**config.mk**
```make
export PLATFORM = sky130hd
export DESIGN_NAME = glitc_scaler_readout
export DESIGN_NICKNAME = d
export VERILOG_FILES = /design/src/rtl/glitc_scaler_readout.sv
export SDC_FILE = /design/constraint.sdc
export NUM_CORES = 1
export LEC_CHECK = 0
export ABC_AREA = 1
export ABC_CLOCK_PERIOD_IN_PS = 10650
export CAP_MARGIN = 20
export CORE_ASPECT_RATIO = 0.6
export CORE_MARGIN = 1
export CORE_UTILIZATION = 53
export DETAILED_ROUTE_END_ITERATION = 10
export GPL_TIMING_DRIVEN = 0
export PLACE_DENSITY = 0.84
export SLEW_MARGIN = 5
export SYNTH_ARGS = -nofsm -noshare
export SYNTH_HDL_FRONTEND = slang
export SYNTH_SLANG_ARGS = --single-unit
export TNS_END_PERCENT = 100
```
**constraint.sdc**
```tcl
create_clock -name clk_i -period 10.65 [get_ports clk_i]
set_clock_uncertainty 0.15 [all_clocks]
set_input_delay 2.13 -clock clk_i [delete_from_list [all_inputs] [get_ports clk_i]]
set_output_delay 2.13 -clock clk_i [all_outputs]
set_load 0.005 [all_outputs]
```
**src/rtl/glitc_scaler_readout.sv**
```systemverilog
// Gate timer, update pulse and snapshot capture for the dual trigger scalers.
// Optional IRQ output enabled by GLITC_SCALER_READOUT_IRQ_EN.
module glitc_scaler_readout #(
  parameter int NPAIR         = 4,
  parameter int GATE_CYCLES   = 50000000,
  parameter int SETTLE_CYCLES = 16,
  parameter int CNT_W         = 32
) (
  input  logic                        clk_i,
  input  logic                        rst_n_i,
  output logic                        hsk_update_o,
  input  logic [24*NPAIR-1:0]         upper_scaler_i,
  input  logic [24*NPAIR-1:0]         lower_scaler_i,
  input  logic                        update_req_i,
  input  logic                        rd_i,
  input  logic [$clog2(2*NPAIR):0]    addr_i,
  output logic [31:0]                 data_o,
  output logic                        ack_o,
  output logic                        busy_o
`ifdef GLITC_SCALER_READOUT_IRQ_EN
  ,
  output logic                        irq_o,
  input  logic                        irq_mask_i
`endif
);

  localparam int NCH = 2 * NPAIR;
  localparam int CW  = $clog2(NCH);
  localparam int AW  = CW + 1;
  localparam int SW  = $clog2(SETTLE_CYCLES + 1);

  typedef enum logic [1:0] {
    S_IDLE,
    S_UPDATE,
    S_SETTLE,
    S_CAPTURE
  } state_t;

  state_t            state_q;
  logic [CNT_W-1:0]  cnt_q;
  logic [CNT_W-1:0]  cnt_d;
  logic [SW-1:0]     set_q;
  logic              pend_q;
  logic              upd_q;
  logic              busy_q;
  logic              tick;
  logic              gate;

  logic [23:0]       hold_q [NCH];
  logic [NCH-1:0]    sat_q;
  logic [NCH-1:0]    new_q;
  logic [31:0]       data_q;
  logic              ack_q;

  logic [CW-1:0]     ch;
  logic              in_rng;

  assign tick   = (cnt_q == CNT_W'(GATE_CYCLES - 1));
  assign gate   = tick | update_req_i;
  assign cnt_d  = gate ? '0 : cnt_q + CNT_W'(1);
  assign ch     = addr_i[CW-1:0];
  assign in_rng = (addr_i < AW'(NCH));

  // Free-running gate counter; a manual request restarts the gate.
  always_ff @(posedge clk_i) begin
    if (!rst_n_i) cnt_q <= '0;
    else          cnt_q <= cnt_d;
  end

  // Update/settle/capture sequencer with one-deep request merging.
  always_ff @(posedge clk_i) begin
    if (!rst_n_i) begin
      state_q <= S_IDLE;
      set_q   <= '0;
      pend_q  <= 1'b0;
      upd_q   <= 1'b0;
      busy_q  <= 1'b0;
    end else begin
      upd_q <= 1'b0;
      if (state_q != S_IDLE) pend_q <= pend_q | gate;
      unique case (state_q)
        S_IDLE: begin
          if (gate || pend_q) begin
            state_q <= S_UPDATE;
            upd_q   <= 1'b1;
            busy_q  <= 1'b1;
            pend_q  <= 1'b0;
          end
        end
        S_UPDATE: begin
          state_q <= S_SETTLE;
          set_q   <= '0;
        end
        S_SETTLE: begin
          set_q <= set_q + SW'(1);
          if (set_q == SW'(SETTLE_CYCLES - 1)) state_q <= S_CAPTURE;
        end
        S_CAPTURE: begin
          state_q <= S_IDLE;
          busy_q  <= 1'b0;
        end
        default: state_q <= S_IDLE;
      endcase
    end
  end

  // Register reads, then snapshot capture (capture's new-flag set wins).
  always_ff @(posedge clk_i) begin
    if (!rst_n_i) begin
      for (int i = 0; i < NCH; i++) hold_q[i] <= '0;
      sat_q  <= '0;
      new_q  <= '0;
      data_q <= '0;
      ack_q  <= 1'b0;
    end else begin
      ack_q <= rd_i;
      if (rd_i) begin
        if (in_rng) begin
          data_q    <= {new_q[ch], sat_q[ch], 6'b0, hold_q[ch]};
          new_q[ch] <= 1'b0;
        end else begin
          data_q <= '0;
        end
      end
      if (state_q == S_CAPTURE) begin
        for (int k = 0; k < NPAIR; k++) begin
          hold_q[2*k]   <= upper_scaler_i[24*k +: 24];
          hold_q[2*k+1] <= lower_scaler_i[24*k +: 24];
          sat_q[2*k]    <= upper_scaler_i[24*k+23];
          sat_q[2*k+1]  <= lower_scaler_i[24*k+23];
          new_q[2*k]    <= 1'b1;
          new_q[2*k+1]  <= 1'b1;
        end
      end
    end
  end

  assign hsk_update_o = upd_q;
  assign busy_o       = busy_q;
  assign data_o       = data_q;
  assign ack_o        = ack_q;

`ifdef GLITC_SCALER_READOUT_IRQ_EN
  logic irq_q;

  // Interrupt pulse the cycle after capture, unless masked.
  always_ff @(posedge clk_i) begin
    if (!rst_n_i) irq_q <= 1'b0;
    else          irq_q <= (state_q == S_CAPTURE) && !irq_mask_i;
  end

  assign irq_o = irq_q;
`endif

endmodule
```
* After elaboration in Yosys (flattened, before gate mapping) *
Memories as Yosys holds them, arrays and structs flattened.
Cells that the tools add are included.

word-level totals
  flip-flop bits (word level) = 91
  bits in writable memories = 192
  bits of input ports = 200
  output and inout port bits = 35
  memories kept = 1

memory list
  memory  words  width  rd ports  clocked after Yosys merged registers in  write ports  line  RTL
  hold_q  8      24     1         0                                        8            49    logic [23:0] hold_q [NCH];

cells by class
  add/sub/neg operators = 2
  magnitude comparators = 3
  eq/ne operators = 7
  multiplexer cells = 32
  bitwise logic cells = 13
  reductions and logical operators = 13

operator list
  operator                                                           count
  2-to-1 mux 24 bit                                                  8
  adder 32 x 1 -> 32 bit, second input constant                      1
  == test 32 x 26 -> 1 bit, second input constant                    1
  2-to-1 mux 32 bit                                                  1
  2-to-1 mux 8 bit                                                   3
  2-to-1 mux 1 bit                                                   12
  bitwise OR 1 bit                                                   10
  case mux 5 bit (2 select lines)                                    1
  nonzero test 2 bit                                                 5
  AND 8 bit                                                          1
  NOT 8 bit                                                          1
  case mux 2 bit (4 select lines)                                    1
  AND reduction 2 bit                                                4
  binary-select mux 1 bit (select 3 bit)                             2
  adder 5 x 1 -> 5 bit, second input constant                        1
  == test 5 x 4 -> 1 bit, second input constant                      1
  == test 2 bit, second input constant                               2
  < comparator 3 x 4 -> 1 bit, second input constant                 1
  < comparator 4 bit, second input constant                          1
  2-to-1 mux 2 bit                                                   2
  != test 2 bit, second input constant                               2
  demux 1 bit (select 3 bit)                                         1
  greater-or-equal comparator 3 x 1 -> 1 bit, second input constant  1
  == test 2 x 1 -> 1 bit, second input constant                      1
  6 further kinds                                                    6

* Depth between registers and ports, before layout *
  word-level depth = 9
  mapped depth = 11
  gate-level depth less buffers = 11

* Least setup slack after synthesis *
OpenSTA, ideal clock, no wires.

  path kind = input to register
  from = input rst_n_i
  to = memory hold_q[0][0], enable pin
  setup time = 0.631 ns
  arrival = 7.798 ns
  slack = 2.072 ns
  stages = 4
  buffers on the path = 2
  path through = clkbuf_1 -> inv_1 -> or2_2 -> clkbuf_1

RTL lines
  item                line  RTL
  start: declaration  10    input logic rst_n_i,
  end: declaration    49

==> parameters.txt <==
Parameter                              Value

Power and ir drop
  Power density over the cells ... 164 nW/µm²
  Clock share of power ... 36.0%
  Combinational Power Share ... 14.0%
  Proportion of power drawn by flip-flops and latches ... 50.0%
  Peak ir drop on the vdd network ... 0.104 mV
  Proportion of total power due to net switching ... 24.7%
  Static leakage power ... 6.95 nW
  Total net switching power ... 0.000660 W
  Internal power ... 0.00201 W

Layout
  Total area of sequential cells ... 7470 µm²
  Final layout net count ... 1,903
  Layout fillers ... 1,758
  Diode count ... 0
  Multi-input gate area in the final layout ... 3900 µm²
  Relative area change from synthesis to final layout ... 29.0%
  Layout cells sized above 1 ... 6.35%

Worst hold path
  Terminating pin of the worst hold path ... cnt_q[31]
  Worst hold path depth ... 2
  HP Class ... flop to flop
  Hold_sp ... cnt_q[31]

Timing
  Total count of max-transition violations in the final report ... 0
  Setup repair after global routing missed its margin ... false
  Shortest clock period the worst path allows after layout ... 4.01 ns
  Total Negative Setup Slacks ... 0 ns
  Highest achievable clock rate ... 0.249 GHz
  Normalized max-slew margin ... 46.9%
  Slew @ Worst Pin ... 0.794 ns
  Final worst path period share ... 37.6%
  Final Hold Violating Endpoints ... 0
  Worst setup margin ... 6.64 ns
  Final number of setup-violating endpoints ... 0

Place
  Place WS ... 6.25 ns
  Detail Placement HPWL ... 27,600 µm
  RePlAce Congestion ... 0.933
  Port bufs ... 227

Setup path
  Critical path data arrival time ... 4.31 ns
  Setup Crit Path Kind ... primary input to flop
  Worst reg2reg endpoint ... hold_q[1][21]
  Count of cells along the worst register-to-register path ... 5
  Buf/Inv on CP ... 3
  Largest driver fanout on the critical path ... 10
  Worst-case register-to-register setup slack ... 8.14 ns
  Data required time at the worst endpoint ... 10.95 ns
  Max stage delay cell, worst path ... sky130_fd_sc_hd__nor2_1
  Worst path cell trace ... clkdlybuf4s50_1, inv_2, nor2_1, clkbuf_1, o21ai_1, a21oi_1
  Launching element type of the critical path ... primary input
  Worst reg2reg path startpoint ... state_q[1]
  Top delay family on crit path ... buffers and inverters
  Type of element capturing the critical path ... flop
  Critical Path Max Stage Delay ... 0.63 ns

Die
  Number of cell rows ... 43
  Vertical extent of the die ... 122 µm
  I/O pin count ... 235
  Starting density of the core ... 54.4%
  Die boundary width ... 201 µm
  Area of the core ... 23,200 µm²
  Total die area ... 24,500 µm²

GRT
  Number of global-route vias before repair ... 10,300
  Number of antenna violations at the first check in global routing ... 0
  Met2 GRT Util ... 45.3%
  Met1 routing resource usage after global routing ... 44.1%
  Global routing's busiest layer ... met2
  GR Util All Layers ... 30.0%
  Remaining Overflow, GRT ... 0
  Maximum number of pins on one net before global-route repair ... 61
  First-pass GRT wire length ... 55,900 µm
  Global-route met3 utilization ... 5.78%

Logic synthesis
  Post-synth design cell area ... 12,600 µm²
  Share of synthesized area occupied by flip-flops and latches ... 59.1%
  EDFF count, synth ... 192
  Post-Synth Adder-Cell Area ... 0.693%
  Cells after Synth ... 1,433
  Proportion of synthesized flip-flops having asynchronous set or reset ... 0%
  Mean instance size in the synthesized netlist ... 8.82 µm²
  Fraction of the mapped netlist area in compound gates ... 9.77%
  Synth Register Bits ... 277
  Share of the synthesized netlist area taken by xor and xnor gates ... 0.554%
  Main combinational cell family by area after synthesis ... simple AND/OR/NAND/NOR gates
  Most used flip-flop cell after synthesis ... sky130_fd_sc_hd__edfxtp_1
  Warnings from Yosys ... 0
  Area fraction in and, or, nand and nor cells after synthesis ... 19.7%
  Portion of netlist area occupied by mux cells ... 0%
  Number of unique standard cell types used by synthesis ... 40

Clock tree
  Hold_buf cts ... 0
  Number of buffers created by CTS ... 26
  Post-CTS repair timing setup buffer count ... 0
  TritonCTS clock tree ... built
  Number of resized instances in the post-cts repair step ... 0
  Cell chosen for the clock root ... sky130_fd_sc_hd__clkbuf_16
  Maximum number of buffers from clock root to sink ... 3
  Clock-pin transition on the worst setup and hold timing paths ... 0.07 ns
  # H-tree levels ... 1
  Number of clock sinks ... 277
  Clock latency at the later pin of the worst-skew pair ... 0.53 ns

Run status
  Outcome ... finished clean

Drt
  Number of nets with antenna violations after routing ... 0
  Routed wirelength normalized by instance count ... 18.3 µm
  Via-per-instance ratio ... 5.43
  DRC violation count after routing ... 0
  Via count ... 11,000
  Initial DRT Pass Iterations ... 5
  Number of DRC markers in iteration 0 ... 1,187
  Final wirelength ... 37,100 µm

Flow run
  MaxCap Viol Count ... 0
power groups by stage:
stage	logic, W	registers [W]	clock network (W)
after floorplan	0.000186	0.00137	0
after global placement	0.000343	0.00138	0
after detailed placement	0.000365	0.00136	0
after CTS	0.000368	0.00134	0.000964
after global routing	0.000406	0.00135	0.00101
final	0.000374	0.00134	0.000964
layer usage:
layer,part of all wire (%),vias up
met5,0,-
li1,-,5108
met1,42,5132
met4,2.7,0
met2,43,703
met3,13,77
cell families (layout without fill, tap and decap cells):
family	after synthesis	count (layout)
DFF	277	277
xor gates and xnor gates	8	8
adders and majority gates	7	7
buffers and inverters	328	606
AOI/OAI and AO/OA	221	221
and+or+nand+nor	591	591
other	1	6
synth_stat cells (3+ instances only):
library cell	instances	area, µm²
sky130_fd_sc_hd__o22ai_1	34	213
sky130_fd_sc_hd__inv_2	7	26.3
sky130_fd_sc_hd__buf_1	5	18.8
sky130_fd_sc_hd__nor2_4	5	56.3
sky130_fd_sc_hd__dfxtp_1	85	1700
sky130_fd_sc_hd__buf_4	11	82.6
sky130_fd_sc_hd__nand3_1	18	90.1
sky130_fd_sc_hd__o21ai_0	77	385
sky130_fd_sc_hd__nor3_1	20	100
sky130_fd_sc_hd__buf_2	16	80.1
sky130_fd_sc_hd__a21oi_1	45	225
sky130_fd_sc_hd__clkbuf_1	42	158
sky130_fd_sc_hd__or2_0	3	18.8
sky130_fd_sc_hd__nand3_2	4	40.0
sky130_fd_sc_hd__nand2_1	164	616
sky130_fd_sc_hd__o21ai_1	30	150
sky130_fd_sc_hd__xnor2_1	5	43.8
sky130_fd_sc_hd__inv_1	247	927
sky130_fd_sc_hd__o211ai_1	8	60.1
sky130_fd_sc_hd__nand4_1	9	56.3
sky130_fd_sc_hd__nand2_4	3	33.8
sky130_fd_sc_hd__ha_1	7	87.6
sky130_fd_sc_hd__nor2_1	342	1280
sky130_fd_sc_hd__edfxtp_1	192	5770
sky130_fd_sc_hd__xor2_1	3	26.3
sky130_fd_sc_hd__o31ai_1	24	180
sky130_fd_sc_hd__nor2_2	7	43.8
worst max-delay path by stage:
stage             from  cells after the start           end
2_1_floorplan  rst_n_i                      4  hold_q[0][0]
5_1_grt           rd_i                      6     data_o[6]
3_5_place_dp      rd_i                      6     data_o[9]
3_3_place_gp   rst_n_i                      5      sat_q[6]
4_1_cts           rd_i                      6    data_o[12]
6_report          rd_i                      6    data_o[14]
cells in the final DEF, fill, tap and decap left out, drive strengths merged, types with 2 or more instances in the layout:
master	n
xor2	3
clkbuf	77
inv	254
nand2	168
nor2	354
a31oi	2
and3	2
dfxtp	85
buf	35
ha	7
clkinv	9
o31ai	24
o22ai	34
nand4	9
nand3	23
nor3b	4
clkdlybuf4s50	227
xnor2	5
bufinv	3
o21ai	107
a21oi	45
nor3	23
edfxtp	192
conb	6
nand3b	2
or2	5
o211ai	8
worst reg2reg max path: cells and delay by family, from the launching register on:
kind,cells,cell delay (ns)
buffers and inverters,2,1.11
adder cells (fa/ha/maj),1,0.29
flip-flops,1,0.34
AND/OR/NAND/NOR,2,0.34
metrics by stage:
step	hold slack (ns)	util, %	total power [W]	area (µm²)	instances
after CTS	0.315	70.1	0.00267	16300	2031
after floorplan	0.279	-	0.00155	12700	1438
final	0.311	70.1	0.00268	16300	2031
after global routing	0.339	70.1	0.00276	16300	2031
after detailed placement	0.304	66.3	0.00172	15400	1983
after global placement	0.286	65.9	0.00173	15300	1980
flip-flops by register name, indices dropped and copies added, names as in the netlist:
name and count:
busy_o 1, hsk_update_o 1, sat_q 8, hold_q 192
cnt_q 32, ack_o 1, state_q 2, pend_q 1
set_q 5, new_q 8, data_o 26
layout make-up:
cell class	count	area share, %
clock inverter	13	0.875
sequential	277	45.8
inverter	254	5.85
buffer	74	2.10
clock buffer	35	4.57
timing repair buffer	230	14.4
tap	315	2.42
multi-input combinational	833	23.9
Power figures use the tool's default switching activity.
